<file path="src/rtl/spi_pkg.sv">
// Shared definitions for the SPI master: command codes, frame geometry,
// master FSM state encoding and the host request frame layout.
package spi_pkg;

    localparam int FRAME_W = 10;
    localparam int DATA_W  = 8;

    localparam logic [1:0] CMD_WR_ADDR = 2'b00;
    localparam logic [1:0] CMD_WR_DATA = 2'b01;
    localparam logic [1:0] CMD_RD_ADDR = 2'b10;
    localparam logic [1:0] CMD_RD_DATA = 2'b11;

    typedef enum logic [2:0] {
        IDLE, START, CMD, SHIFT, HOLD, WAIT, RECV, END
    } spi_state_t;

    typedef struct packed {
        logic [1:0]        cmd;
        logic [DATA_W-1:0] data;
    } spi_frame_t;

endpackage

</file>
<file path="src/rtl/spi_master_shifter.sv">
// Datapath for the SPI master.
//   load/load_word : parallel load of the outgoing 10-bit frame
//   shift_en       : advance the outgoing frame by one bit (MSB first)
//   tx_bit         : current outgoing MSB
//   sample_en/miso : shift one MISO bit into the capture register
//   rx_next        : capture register value including the current MISO bit
//   cnt_clr/cnt    : shared bit counter, cleared on clr, else increments
module spi_master_shifter
    import spi_pkg::*;
(
    input  logic               clk,
    input  logic               rst_n,
    input  logic               load,
    input  logic [FRAME_W-1:0] load_word,
    input  logic               shift_en,
    input  logic               sample_en,
    input  logic               miso,
    input  logic               cnt_clr,
    output logic               tx_bit,
    output logic [3:0]         cnt,
    output logic [DATA_W-1:0]  rx_next
);

    logic [FRAME_W-1:0] tx_sh;
    logic [DATA_W-1:0]  rx_sh;

    always_ff @(posedge clk) begin
        if (!rst_n) begin
            tx_sh <= '0;
            rx_sh <= '0;
            cnt   <= '0;
        end else begin
            if (load)
                tx_sh <= load_word;
            else if (shift_en)
                tx_sh <= {tx_sh[FRAME_W-2:0], 1'b0};
            if (sample_en)
                rx_sh <= rx_next;
            cnt <= cnt_clr ? 4'd0 : cnt + 4'd1;
        end
    end

    assign tx_bit  = tx_sh[FRAME_W-1];
    assign rx_next = {rx_sh[DATA_W-2:0], miso};

endmodule

</file>
<file path="src/rtl/spi_master_ctrl.sv">
// Host-side SPI master sharing clk with the slave (no SCK).
// Accepts {req_cmd, req_data} on a valid/ready handshake, sends it as a
// 10-bit frame MSB first on MOSI with SS_n low, and for rd-data commands
// captures an 8-bit MISO reply returned on rsp_valid/rsp_data.
//   clk, rst_n                   : clock, synchronous active-low reset
//   req_valid/req_ready          : command handshake
//   req_cmd, req_data            : command code and payload
//   rsp_valid, rsp_data          : rd-data reply strobe and byte
//   busy                         : accept through end of the inter-frame gap
//   SS_n, MOSI, MISO             : serial interface
module spi_master_ctrl
    import spi_pkg::*;
#(
    parameter int RD_WAIT = 4,
    parameter int GAP     = 1
) (
    input  logic              clk,
    input  logic              rst_n,
    input  logic              req_valid,
    output logic              req_ready,
    input  logic [1:0]        req_cmd,
    input  logic [DATA_W-1:0] req_data,
    output logic              rsp_valid,
    output logic [DATA_W-1:0] rsp_data,
    output logic              busy,
    output logic              SS_n,
    output logic              MOSI,
    input  logic              MISO
);

    localparam logic [3:0] WAIT_LAST = 4'(RD_WAIT - 1);
    localparam logic [3:0] GAP_LAST  = 4'(GAP - 1);

    spi_state_t        state, state_d;
    spi_frame_t        req_frame;
    logic              accept;
    logic              is_rd;
    logic              tx_bit;
    logic [3:0]        cnt;
    logic [DATA_W-1:0] rx_next;

    assign req_frame = '{cmd: req_cmd, data: req_data};
    assign accept    = (state == IDLE) && req_ready && req_valid;

    spi_master_shifter u_shifter (
        .clk       (clk),
        .rst_n     (rst_n),
        .load      (accept),
        .load_word (req_frame),
        .shift_en  (state_d == SHIFT),
        .sample_en (state == RECV),
        .miso      (MISO),
        .cnt_clr   (state_d != state),
        .tx_bit    (tx_bit),
        .cnt       (cnt),
        .rx_next   (rx_next)
    );

    // The counter is cleared on every state change, so each timed state
    // sees cnt start at 0 on its first cycle.
    always_comb begin
        state_d = state;
        case (state)
            IDLE:    if (accept) state_d = START;
            START:   state_d = CMD;
            CMD:     state_d = SHIFT;
            SHIFT:   if (cnt == 4'd9) state_d = is_rd ? WAIT : HOLD;
            HOLD:    state_d = END;
            WAIT:    if (cnt == WAIT_LAST) state_d = RECV;
            RECV:    if (cnt == 4'd7) state_d = END;
            END:     if (cnt == GAP_LAST) state_d = IDLE;
            default: state_d = IDLE;
        endcase
    end

    // Outputs are registered from the next state so they line up with the
    // state they describe. MOSI takes the pre-shift MSB, so frame[9] appears
    // in both CMD and the first SHIFT cycle.
    always_ff @(posedge clk) begin
        if (!rst_n) begin
            state     <= IDLE;
            is_rd     <= 1'b0;
            SS_n      <= 1'b1;
            MOSI      <= 1'b0;
            req_ready <= 1'b0;
            busy      <= 1'b0;
            rsp_valid <= 1'b0;
            rsp_data  <= '0;
        end else begin
            state     <= state_d;
            SS_n      <= (state_d == IDLE) || (state_d == END);
            MOSI      <= ((state_d == CMD) || (state_d == SHIFT)) ? tx_bit : 1'b0;
            req_ready <= (state_d == IDLE);
            busy      <= (state_d != IDLE);
            rsp_valid <= (state == RECV) && (state_d == END);
            if ((state == RECV) && (state_d == END))
                rsp_data <= rx_next;
            if (accept)
                is_rd <= (req_cmd == CMD_RD_DATA);
        end
    end

endmodule

</file>
<file path="config.mk">
export PLATFORM = sky130hd
export DESIGN_NAME = spi_master_ctrl
export DESIGN_NICKNAME = d
export VERILOG_FILES = /design/src/rtl/spi_pkg.sv /design/src/rtl/spi_master_shifter.sv /design/src/rtl/spi_master_ctrl.sv
export SDC_FILE = /design/constraint.sdc
export NUM_CORES = 1
export LEC_CHECK = 0
export BUFFER_PORTS_ARGS = -buffer_cell sky130_fd_sc_hd__buf_4
export CAP_MARGIN = 10
export CORE_UTILIZATION = 58
export CTS_CLUSTER_SIZE = 30
export DETAILED_ROUTE_END_ITERATION = 16
export PLACE_DENSITY = 0.86
export SLEW_MARGIN = 0
export SYNTH_ARGS = -nofsm -noshare
export SYNTH_HDL_FRONTEND = slang
export SYNTH_SLANG_ARGS = --single-unit
</file>
<file path="constraint.sdc">
create_clock -name clk -period 4.3 [get_ports clk]
set_input_delay 0.86 -clock clk [delete_from_list [all_inputs] [get_ports clk]]
set_output_delay 0.86 -clock clk [all_outputs]
set_load 0.01 [all_outputs]
</file>
==> out/results.tsv <==
stage	metric	value	unit
status	outcome	finished clean	
routing	DRC	0	
cts	clock sink total	38	
pwr	LEAKAGE	0.8575	nW
cts	Worst-Skew Late Latency	0.34	ns
timing	Worst Setup Slack, final	2.087	ns
worst_setup_path	CP Class	flip-flop to flip-flop	
worst_setup_path	CP required	4.52	ns
worst_setup_path	flop-to-flop setup slack	2.09	ns
routing	Final ANT Viol Nets	0	
layout	area grow syn2layout	16.14	%
min_path	hold path depth	2	
timing	Period minus WS final	2.213	ns
placement	Post-Place Cells	217	
synth	syn nets	188	
synth	post-synth top area cell	dfxtp_1	
pwr	Sw Ratio	28.08	%
routing	drt first pass iters	4	
pwr	switching pwr	0.2342	mW
synth	Post-Syn Area	1620	um^2
routing	wire per inst	13.21	um
timing	Final setup viols	0	
layout	number of fill cells	182	
die	core box area	2567	um^2
placement	Setup WS pre-CTS	2.014	ns
pwr	Clock Power Share	27.6	%
layout	storage element area	760.7	um^2
timing	Slew Viols, Final	0	
cts	H-tree depth	2	
timing	max_slew headroom	44.64	%
global_route	GRT Residual Overflow	0	
pwr	Reg power frac	50.2	%
synth	mux cell area share after synthesis	14.83	%
routing	DR iter-0 viols	14	
cts	CTS tree	done	
global_route	initial antenna violation count	0	
layout	Finished Layout Cells	225	
layout	final net count	211	
worst_setup_path	Buf/Inv on CP	0	
global_route	first-pass GRT wire length	4.926	mm
synth	prevailing post-synth register cell	dfxtp_1	
worst_setup_path	Max stage delay on crit path	0.54	ns
global_route	number of global-route vias before repair	1131	
synth	EDFF count, synth	0	
synth	area share of fa/ha/maj cells after synthesis	2.317	%
synth	Cell variety after synth	32	
synth	register bit count reported by yosys	38	
synth	complex-gate fraction of the synthesized area	12.36	%
pwr	Logic pwr share	22.2	%
die	Cell Rows	18	
synth	Post-Synth XOR/XNOR Area	1.622	%
cts	clk buf depth	2	
layout	leading cell type in the layout, fill and taps excluded	dfxtp_1	
pwr	final total power	0.8342	mW
routing	DRT Wirelength	2.972	mm
synth	Post-Syn Area per Cell	9.475	um^2
pwr	Worst VDD drop	0.3591	mV
global_route	pin count of the biggest net entering global routing	24	
die	Die Ht	54.86	um
worst_setup_path	Critical Path Start Type	flip-flop	
synth	register area share after synthesis	46.95	%
synth	share of Yosys cell area claimed by the top area cell type	46.95	%
synth	largest family of logic cells by synthesized area	simple AND/OR/NAND/NOR gates	
worst_setup_path	crit path cell chain	nand3b_1, nor2_4, nor4_4, xnor2_1, nor2_1	
synth	synth top area cells	dfxtp_1, mux2i_1, nor2_1	
pwr	PD cells	443.3	nW/um^2
worst_setup_path	Slowest-stage cell, CP	dfxtp_1	
routing	post-DR vias/cell	5.658	
timing	setup tns final	0	ns
global_route	GRT Total Usage	23.26	%
die	Ports	27	
timing	RSZ-0062 raised after global routing	no	
worst_setup_path	critical path depth	5	
worst_setup_path	FF-to-FF path depth	5	
layout	most frequent cells in the layout	dfxtp_1, nor2_1, buf_4	
cts	hold_buf cts	0	
timing	Final Cycle Share	51.46	%
synth	synthesized instance count	171	
placement	Port Buffers	26	
die	die width	54.86	um
timing	Clock Skews	0.01661	ns
synth	Synth Area in Simple Gates	17.45	%
synth	Synth async-reset ratio	0	%
timing	Final Hold Vio Count	0	
flow_run	MaxCap Viol Count	0	
die	die area	3009	um^2
placement	GPL Wtd Cong	0.7427	
timing	fmax	0.4519	GHz
layout	n_diodes	0	
cts	# resized after CTS	0	
cts	postcts setup bufs	0	
layout	layout cell share with drive strength beyond 1	18.97	%
min_path	worst hold path type	flip-flop to flip-flop	
worst_setup_path	peak fanout along the critical path	11	
layout	Multi-input gate area	787.0	um^2
worst_setup_path	CP endpoint kind	flip-flop	
worst_setup_path	Top delay family on crit path	simple AND/OR/NAND/NOR gates	
timing	worst slew pin tran	0.8279	ns
pwr	internal power	0.6000	mW
cts	CTS Root Cell	clkbuf_4	
cts	total CTS buffers	5	
worst_setup_path	WP data arrival	2.43	ns
routing	vias	1273	
die	Initial Util	63.11	%
synth	Yosys warnings	0	
placement	hpwl dp	2.104	mm
cts	Clock transition at path regs	0.10	ns
[cell type report]
class | instances | share of cell area (%)
clock inverters | 1 | 1.596
multi-input cells | 117 | 41.82
clock buffers | 7 | 2.394
inverters | 5 | 0.9973
flip-flops and latches | 38 | 40.43
repair buffers | 27 | 10.77
well taps | 30 | 1.995
[cell usage after synthesis (all sizes together) (3+ instances only)]
cell and instances:
inv 5, dfxtp 38, ha 3, nor2 28, buf 5, a21oi 12, nand3b 3, nand3 5
nand2 6, clkbuf 6, mux2i 24, nor3 3, o21ai 12, nor3b 3
[kinds of logic after synthesis]
kind of cell    after synthesis
compound gates               33
xor+xnor                      3
fa+ha+maj                     3
buf+inv                      16
flops                        38
mux                          24
simple gates                 54
[routing by layer]
| layer | up-vias | global-route usage [%] | part of all wire [%] |
|---|---|---|---|
| met5 | - | 0 | 0 |
| met4 | 0 | 8.974 | 1.2 |
| met3 | 5 | 5.833 | 4.4 |
| met2 | 34 | 38.76 | 49 |
| met1 | 592 | 28.40 | 45 |
| li1 | 642 | - | - |
[stage by stage]
stage | area (um^2) | util (%) | hold slack, ns
floorplan | 1620 | - | 0.4216
global placement | 1807 | 70.37 | 0.4367
detailed placement | 1807 | 70.37 | 0.4474
CTS | 1882 | 73.29 | 0.4620
global route | 1882 | 73.29 | 0.5211
finish | 1882 | 73.29 | 0.4591
[path summary, 6_finish.rpt]
check                                  start                           to
max                      state[2]$_SDFF_PN0_  u_shifter.cnt[2]$_SDFF_PP0_
min          u_shifter.tx_sh[9]$_SDFFE_PN0P_              MOSI$_SDFF_PN0_
max reg2reg              state[2]$_SDFF_PN0_  u_shifter.cnt[2]$_SDFF_PP0_
min reg2reg  u_shifter.tx_sh[9]$_SDFFE_PN0P_              MOSI$_SDFF_PN0_
[worst reg2reg max path: cells and delay by family, from the launching register on]
family,cells,cell delay [ns]
XOR/XNOR,1,0.34
flip-flops,1,0.54
AND/OR/NAND/NOR,4,1.23
[state kept, by name, summed over array words and instances (netlist names)]
register,cells
busy,1
u_shifter.tx_sh,10
req_ready,1
u_shifter.rx_sh,7
rsp_valid,1
SS_n,1
u_shifter.cnt,4
MOSI,1
rsp_data,8
state,3
is_rd,1
[power by group through the flow]
stage	registers (mW)	clock network, mW	logic [mW]
floorplan	0.418	0	0.142
global placement	0.424	0	0.174
detailed placement	0.427	0	0.184
CTS	0.419	0.236	0.185
global route	0.425	0.248	0.205
finish	0.419	0.231	0.185
No activity file was read; power rests on OpenSTA's default activity.
